## src/rtl/hazard_pkg.sv

```systemverilog
// hazard_pkg: opcode constants, stall FSM state encoding and default register-address width
package hazard_pkg;
  localparam logic [5:0] RTYPE = 6'b000000;
  localparam logic [5:0] BEQ = 6'b000100;
  localparam logic [5:0] BNE = 6'b000101;
  localparam logic [5:0] SW = 6'b101011;
  localparam int REG_ADDR_W_DEF = 5;
  typedef enum logic [1:0] {IDLE = 2'b00, DATA = 2'b01, BRANCH = 2'b10} state_e;
endpackage

```

## src/rtl/hazard_cmp.sv

```systemverilog
// hazard_cmp: one stage's source/destination compare; register 0 never matches
module hazard_cmp #(
  parameter int W = 5
) (
  input  logic [W-1:0] rs,
  input  logic [W-1:0] rt,
  input  logic         rt_used,
  input  logic [W-1:0] rd,
  input  logic         regwrite,
  output logic         match
);
  assign match = regwrite && (((rs == rd) && (rs != '0)) || (rt_used && (rt == rd) && (rt != '0)));
endmodule

```

## src/rtl/hazard_stall_ctrl.sv

```systemverilog
// hazard_stall_ctrl: data-hazard stall and branch fetch-hold control with saturating stall counter.
// Define HAZARD_FWD_EN when forwarding exists so that only a stage-0 load-use raises a data hazard.
module hazard_stall_ctrl
  import hazard_pkg::*;
#(
  parameter int NUM_STAGES = 2,
  parameter int BRANCH_STALL = 2,
  parameter int REG_ADDR_W = REG_ADDR_W_DEF
) (
  input  logic                             clk,
  input  logic                             rst,
  input  logic [31:0]                      instruction,
  input  logic                             id_valid,
  input  logic [NUM_STAGES-1:0]            stage_regwrite,
  input  logic [NUM_STAGES-1:0]            stage_memread,
  input  logic [NUM_STAGES*REG_ADDR_W-1:0] stage_rd,
  input  logic                             branch_resolve,
  output logic                             holdPC,
  output logic                             holdIF_ID,
  output logic                             bubble_ID_EX,
  output logic                             flush_IF_ID,
  output logic [15:0]                      stall_cycles
);
  localparam logic [2:0] BR_INIT = 3'(BRANCH_STALL - 1);
  logic [5:0] op;
  logic [REG_ADDR_W-1:0] rs, rt;
  logic rt_used, is_br, data_hazard, dstall, flush, unused_bits;
  logic [NUM_STAGES-1:0] match;
  state_e state_q, state_d;
  logic [2:0] cnt_q, cnt_d;
  logic [15:0] stall_q;
  assign op = instruction[31:26];
  assign rs = REG_ADDR_W'(instruction[25:21]);
  assign rt = REG_ADDR_W'(instruction[20:16]);
  assign rt_used = op inside {RTYPE, BEQ, BNE, SW};
  assign is_br = op inside {BEQ, BNE};
  for (genvar i = 0; i < NUM_STAGES; i++) begin : g_cmp
    hazard_cmp #(.W(REG_ADDR_W)) u_cmp (
      .rs(rs),
      .rt(rt),
      .rt_used(rt_used),
      .rd(stage_rd[i*REG_ADDR_W +: REG_ADDR_W]),
      .regwrite(stage_regwrite[i]),
      .match(match[i])
    );
  end
`ifdef HAZARD_FWD_EN
  assign data_hazard = id_valid & match[0] & stage_memread[0];
  assign unused_bits = ^{instruction[15:0], match, stage_memread};
`else
  assign data_hazard = id_valid & (|match);
  assign unused_bits = ^{instruction[15:0], stage_memread};
`endif
  // Data hazards are only honoured outside BRANCH since IF/ID is being flushed there.
  always_comb begin
    state_d = state_q;
    cnt_d = cnt_q;
    dstall = 1'b0;
    flush = 1'b0;
    case (state_q)
      IDLE, DATA: begin
        dstall = data_hazard;
        state_d = data_hazard ? DATA : (is_br && id_valid) ? BRANCH : IDLE;
        cnt_d = (!data_hazard && is_br && id_valid) ? BR_INIT : cnt_q;
      end
      BRANCH: begin
        flush = 1'b1;
        state_d = (branch_resolve || cnt_q == '0) ? IDLE : BRANCH;
        cnt_d = (branch_resolve || cnt_q == '0) ? '0 : cnt_q - 3'd1;
      end
      default: state_d = IDLE;
    endcase
  end
  assign holdPC = ~rst & (dstall | flush);
  assign holdIF_ID = ~rst & dstall;
  assign bubble_ID_EX = ~rst & dstall;
  assign flush_IF_ID = ~rst & flush;
  assign stall_cycles = stall_q;
  always_ff @(posedge clk or posedge rst) begin
    if (rst) begin
      state_q <= IDLE;
      cnt_q <= '0;
      stall_q <= '0;
    end else begin
      state_q <= state_d;
      cnt_q <= cnt_d;
      if (holdPC && stall_q != 16'hFFFF) stall_q <= stall_q + 16'd1;
    end
  end
endmodule
```

## config.mk

```make
export PLATFORM = sky130hd
export DESIGN_NAME = hazard_stall_ctrl
export DESIGN_NICKNAME = d
export VERILOG_FILES = /design/src/rtl/hazard_pkg.sv /design/src/rtl/hazard_cmp.sv /design/src/rtl/hazard_stall_ctrl.sv
export SDC_FILE = /design/constraint.sdc
export NUM_CORES = 1
export LEC_CHECK = 0
export ABC_CLOCK_PERIOD_IN_PS = 1900
export BUFFER_PORTS_ARGS = -buffer_cell sky130_fd_sc_hd__buf_2
export CAP_MARGIN = 20
export CORE_MARGIN = 2
export CORE_UTILIZATION = 45
export DETAILED_ROUTE_END_ITERATION = 6
export PLACE_DENSITY = 0.79
export RECOVER_POWER = 25
export REMOVE_ABC_BUFFERS = 1
export SYNTH_ARGS = -nofsm -noshare
export SYNTH_HDL_FRONTEND = slang
export SYNTH_HIERARCHICAL = 1
export SYNTH_SLANG_ARGS = --single-unit
```

## constraint.sdc

```tcl
create_clock -name clk -period 1.9 [get_ports clk]
set_input_delay 0.19 -clock clk [delete_from_list [all_inputs] [get_ports clk]]
set_output_delay 0.19 -clock clk [all_outputs]
set_load 0.02 [all_outputs]
```

==> summary.md <==
| Metric | Value |
|---|---|
| Tcrit/Tclk final | `1.02` |
| Place WS | `-0.281 ns` |
| Seq/Total Area, Yosys | `0.383` |
| CTS max path bufs | `2` |
| Overall Global Routing Usage | `0.174` |
| DP HPWL | `between 2000 and 2500 microns` |
| Number of synthesized flops with an enable pin | `0` |
| CP Capture Type | `primary output` |
| Area of the mapped netlist | `1370 sq um` |
| WP data required | `1.71 ns` |
| Final setup fails | `1` |
| Vias in the first global route | `approximately 1100` |
| Port bufs | `51` |
| # DRC | `0` |
| Worst-margin pin slew | `around 0.3 ns` |
| Worst hold slack | `0.205 ns` |
| Seq cells post-synth | `21` |
| Final Max Slew Viols | `0` |
| Crit Path Class | `input port to primary output` |
| Final worst slack | `-0.0345 ns` |
| Setup TNS | `-0.0345 ns` |
| Post-synth ARST share | `1.00` |
| FMAX | `517 MHz` |
| Worst Hold Class | `input port to flop` |
| Vias/cell | `approximately 5.4` |
| Placer Congestion | `0.783` |
| Switching fraction of total power | `0.321` |
| Crit Path Max Fanout | `4` |
| CTS Root Buffer Type | `clkbuf_4` |
| Core Footprint | `2980 sq um` |
| Internal power | `724 uW` |
| Max-slew headroom | `0.800` |
| Fraction of layout cells with a size suffix above 1 | `0.395` |
| Final net count | `264` |
| Vias | `1323` |
| CTS Sinks | `21` |
| Avg Cell Area, Syn | `9.54 sq um` |
| Drt wl/cell | `13.5 microns` |
| Final worst path period need | `1.93 ns` |
| P_sw | `~340 uW` |
| Maximum number of pins on one net before global-route repair | `12` |
| Die width | `a little under 60 microns` |
| Final-report hold violation count | `0` |
| Initial drt markers | `47` |
| Clock Pin Slew Worst Setup and Hold Paths | `around 0.11 ns` |
| Synth-to-layout area growth | `36.2%` |
| Leakage power | `0.944 nW` |
| Chip height | `59.3 microns` |
| DRT antenna net count | `0` |
| Post-synth top flop | `dfrtp_1` |
| Clock skew | `0.00739 ns` |
| CTS tree | `built` |
| Initial antenna violation count | `0` |
| Unique masters post-synth | `35` |
| Pre-Repair DR Iteration Count | `4` |
| GRT overflow | `0` |
| Part of the power in registers | `0.501` |
| Total CTS buffers | `3` |
| Startpoint Class | `input port` |
| Fill count | `between 200 and 250` |
| # rows | `20` |
| WP data arrival | `1.74 ns` |
| First-pass GRT wire length | `4740 microns` |
| Status | `finished, violations left` |
| I/O pin cnt | `70` |
| Unrepaired setup endpoints after global routing | `yes` |
| Power density over cell area | `between 500 and 600 nW/um^2` |
| DIE AREA | `3510 sq um` |
| Violated checks | `negative setup slack` |
| YS warnings | `6` |
| Post-synthesis cell count | `144` |
| Comb pwr share | `0.295` |
| Clk Latency, worst-skew pair | `0.31 ns` |
| H-tree level count | `1` |
| Clock network fraction of total power | `0.204` |
| Post-Route WL | `about 3300 microns` |
| Max-cap violations | `0` |
| Diodes inserted | `0` |
| Peak supply drop | `373 uV` |
| Initial Util | `0.461` |
==> registers in the layout, indices dropped and copies added, names as in the netlist <==
register      count
cnt_q             3
stall_cycles     16
state_q           2
==> layout make-up <==
class | count | area [sq um] | share of cell area
Clock buffer | 4 | 26.3 | 0.0140
Inverter | 9 | 33.8 | 0.0180
Multi-Input combinational cell | 111 | 857 | 0.458
Sequential cell | 21 | 526 | 0.281
Tap cell | 33 | 41.3 | 0.0221
Timing Repair Buffer | 65 | 388 | 0.207
==> power by group through the flow <==
stage / Clock [mW] / Sequential (mW) / Combinational, mW
after floorplan: 0 / 0.567 / 0.149
after global placement: 0 / 0.542 / 0.283
after detailed placement: 0 / 0.544 / 0.292
after CTS: 0.221 / 0.535 / 0.297
after global routing: 0.238 / 0.544 / 0.356
final: 0.218 / 0.534 / 0.315
==> cells in the final DEF, fill, tap and decap left out, types with 5 or more instances in the layout <==
cell type | netlist | final
buf_4 | 1 | 13
nand3_1 | 7 | 7
dfrtp_1 | 21 | 21
nor2_1 | 9 | 8
buf_2 | 0 | 47
nand4_1 | 8 | 8
nand2_1 | 7 | 7
xnor2_1 | 17 | 17
inv_1 | 9 | 9
xor2_1 | 11 | 11
nor3_1 | 7 | 5
==> worst max-delay path, stage by stage <==
cell     delay [ns]
buf_2          0.13
nor4_1         0.32
nor3_1         0.08
a21oi_1        0.21
o22ai_2        0.13
nor2_2         0.15
o21ai_2        0.09
buf_4          0.15
and2_4         0.16
buf_6          0.13
==> metrics by stage <==
stage | total power, mW | std cells | utilization | instance area [sq um]
2_1_floorplan | 0.716 | 141 | - | 1340
3_3_place_gp | 0.825 | 234 | 0.574 | 1710
3_5_place_dp | 0.836 | 234 | 0.574 | 1710
4_1_cts | 1.05 | 240 | 0.593 | 1770
5_1_grt | 1.14 | 243 | 0.629 | 1870
6_report | 1.07 | 243 | 0.629 | 1870
==> repair_timing <==
| action | CTS | global route |
|---|---|---|
| hold endpoints to repair | 5 | 0 |
| pin swaps | 1 | 9 |
| gates resized for setup | 4 | 16 |
| endpoints found under the setup margin | 3 | 8 |
| setup buffers | 1 | 3 |
| hold buffers | 1 | 0 |
==> kinds of logic (layout without fill, tap and decap cells) <==
logic type,after synthesis,in the layout,share of synthesized area
and+or+nand+nor,55,55,0.233
xor gates and xnor gates,28,28,0.179
AOI/OAI and AO/OA,24,24,0.121
DFF,21,21,0.383
buffers and inverters,12,78,0.0464
adders and majority gates,3,3,0.0273
muxes,1,1,0.0109
==> cell usage after synthesis (2+ instances only) <==
| cell type | instances | area share |
|---|---|---|
| ha_1 | 3 | 0.027 |
| nand3_1 | 7 | 0.025 |
| o21ai_0 | 3 | 0.011 |
| nand4_1 | 8 | 0.036 |
| xnor2_1 | 17 | 0.11 |
| buf_6 | 2 | 0.016 |
| inv_1 | 9 | 0.025 |
| nand2_1 | 7 | 0.019 |
| nor2_1 | 9 | 0.025 |
| and3_1 | 3 | 0.014 |
| o2111ai_1 | 2 | 0.013 |
| nor3_2 | 2 | 0.015 |
| a31oi_1 | 3 | 0.014 |
| nand2b_1 | 3 | 0.014 |
| nor4_1 | 4 | 0.018 |
| dfrtp_1 | 21 | 0.38 |
| nor3_1 | 7 | 0.025 |
| o22ai_1 | 3 | 0.014 |
| a21oi_1 | 5 | 0.018 |
| xor2_1 | 11 | 0.070 |
==> path summary, 6_finish.rpt <==
| check | start | end | slack, ns | cells past startpoint |
|---|---|---|---|---|
| setup / recovery | instruction[21] | holdPC | -0.03 | 10 |
| hold / removal | id_valid | state_q[0] | 0.21 | 3 |
| setup reg to reg | stall_cycles[0] | stall_cycles[1] | 0.18 | 5 |
| hold reg to reg | stall_cycles[9] | stall_cycles[9] | 0.50 | 1 |
| max in group asynchronous | rst | stall_cycles[2] | 1.06 | 4 |
| min in group asynchronous | rst | state_q[1] | 0.41 | 3 |
==> routing by layer <==
| metal | track usage | part of all wire | vias up |
|---|---|---|---|
| li1 | - | - | 655 |
| met1 | 0.233 | 0.44 | 627 |
| met4 | 0.0747 | 0.014 | 0 |
| met2 | 0.284 | 0.50 | 36 |
| met5 | 0 | 0 | - |
| met3 | 0.0175 | 0.038 | 5 |
Note: power is estimated with default switching activity, not from simulation.
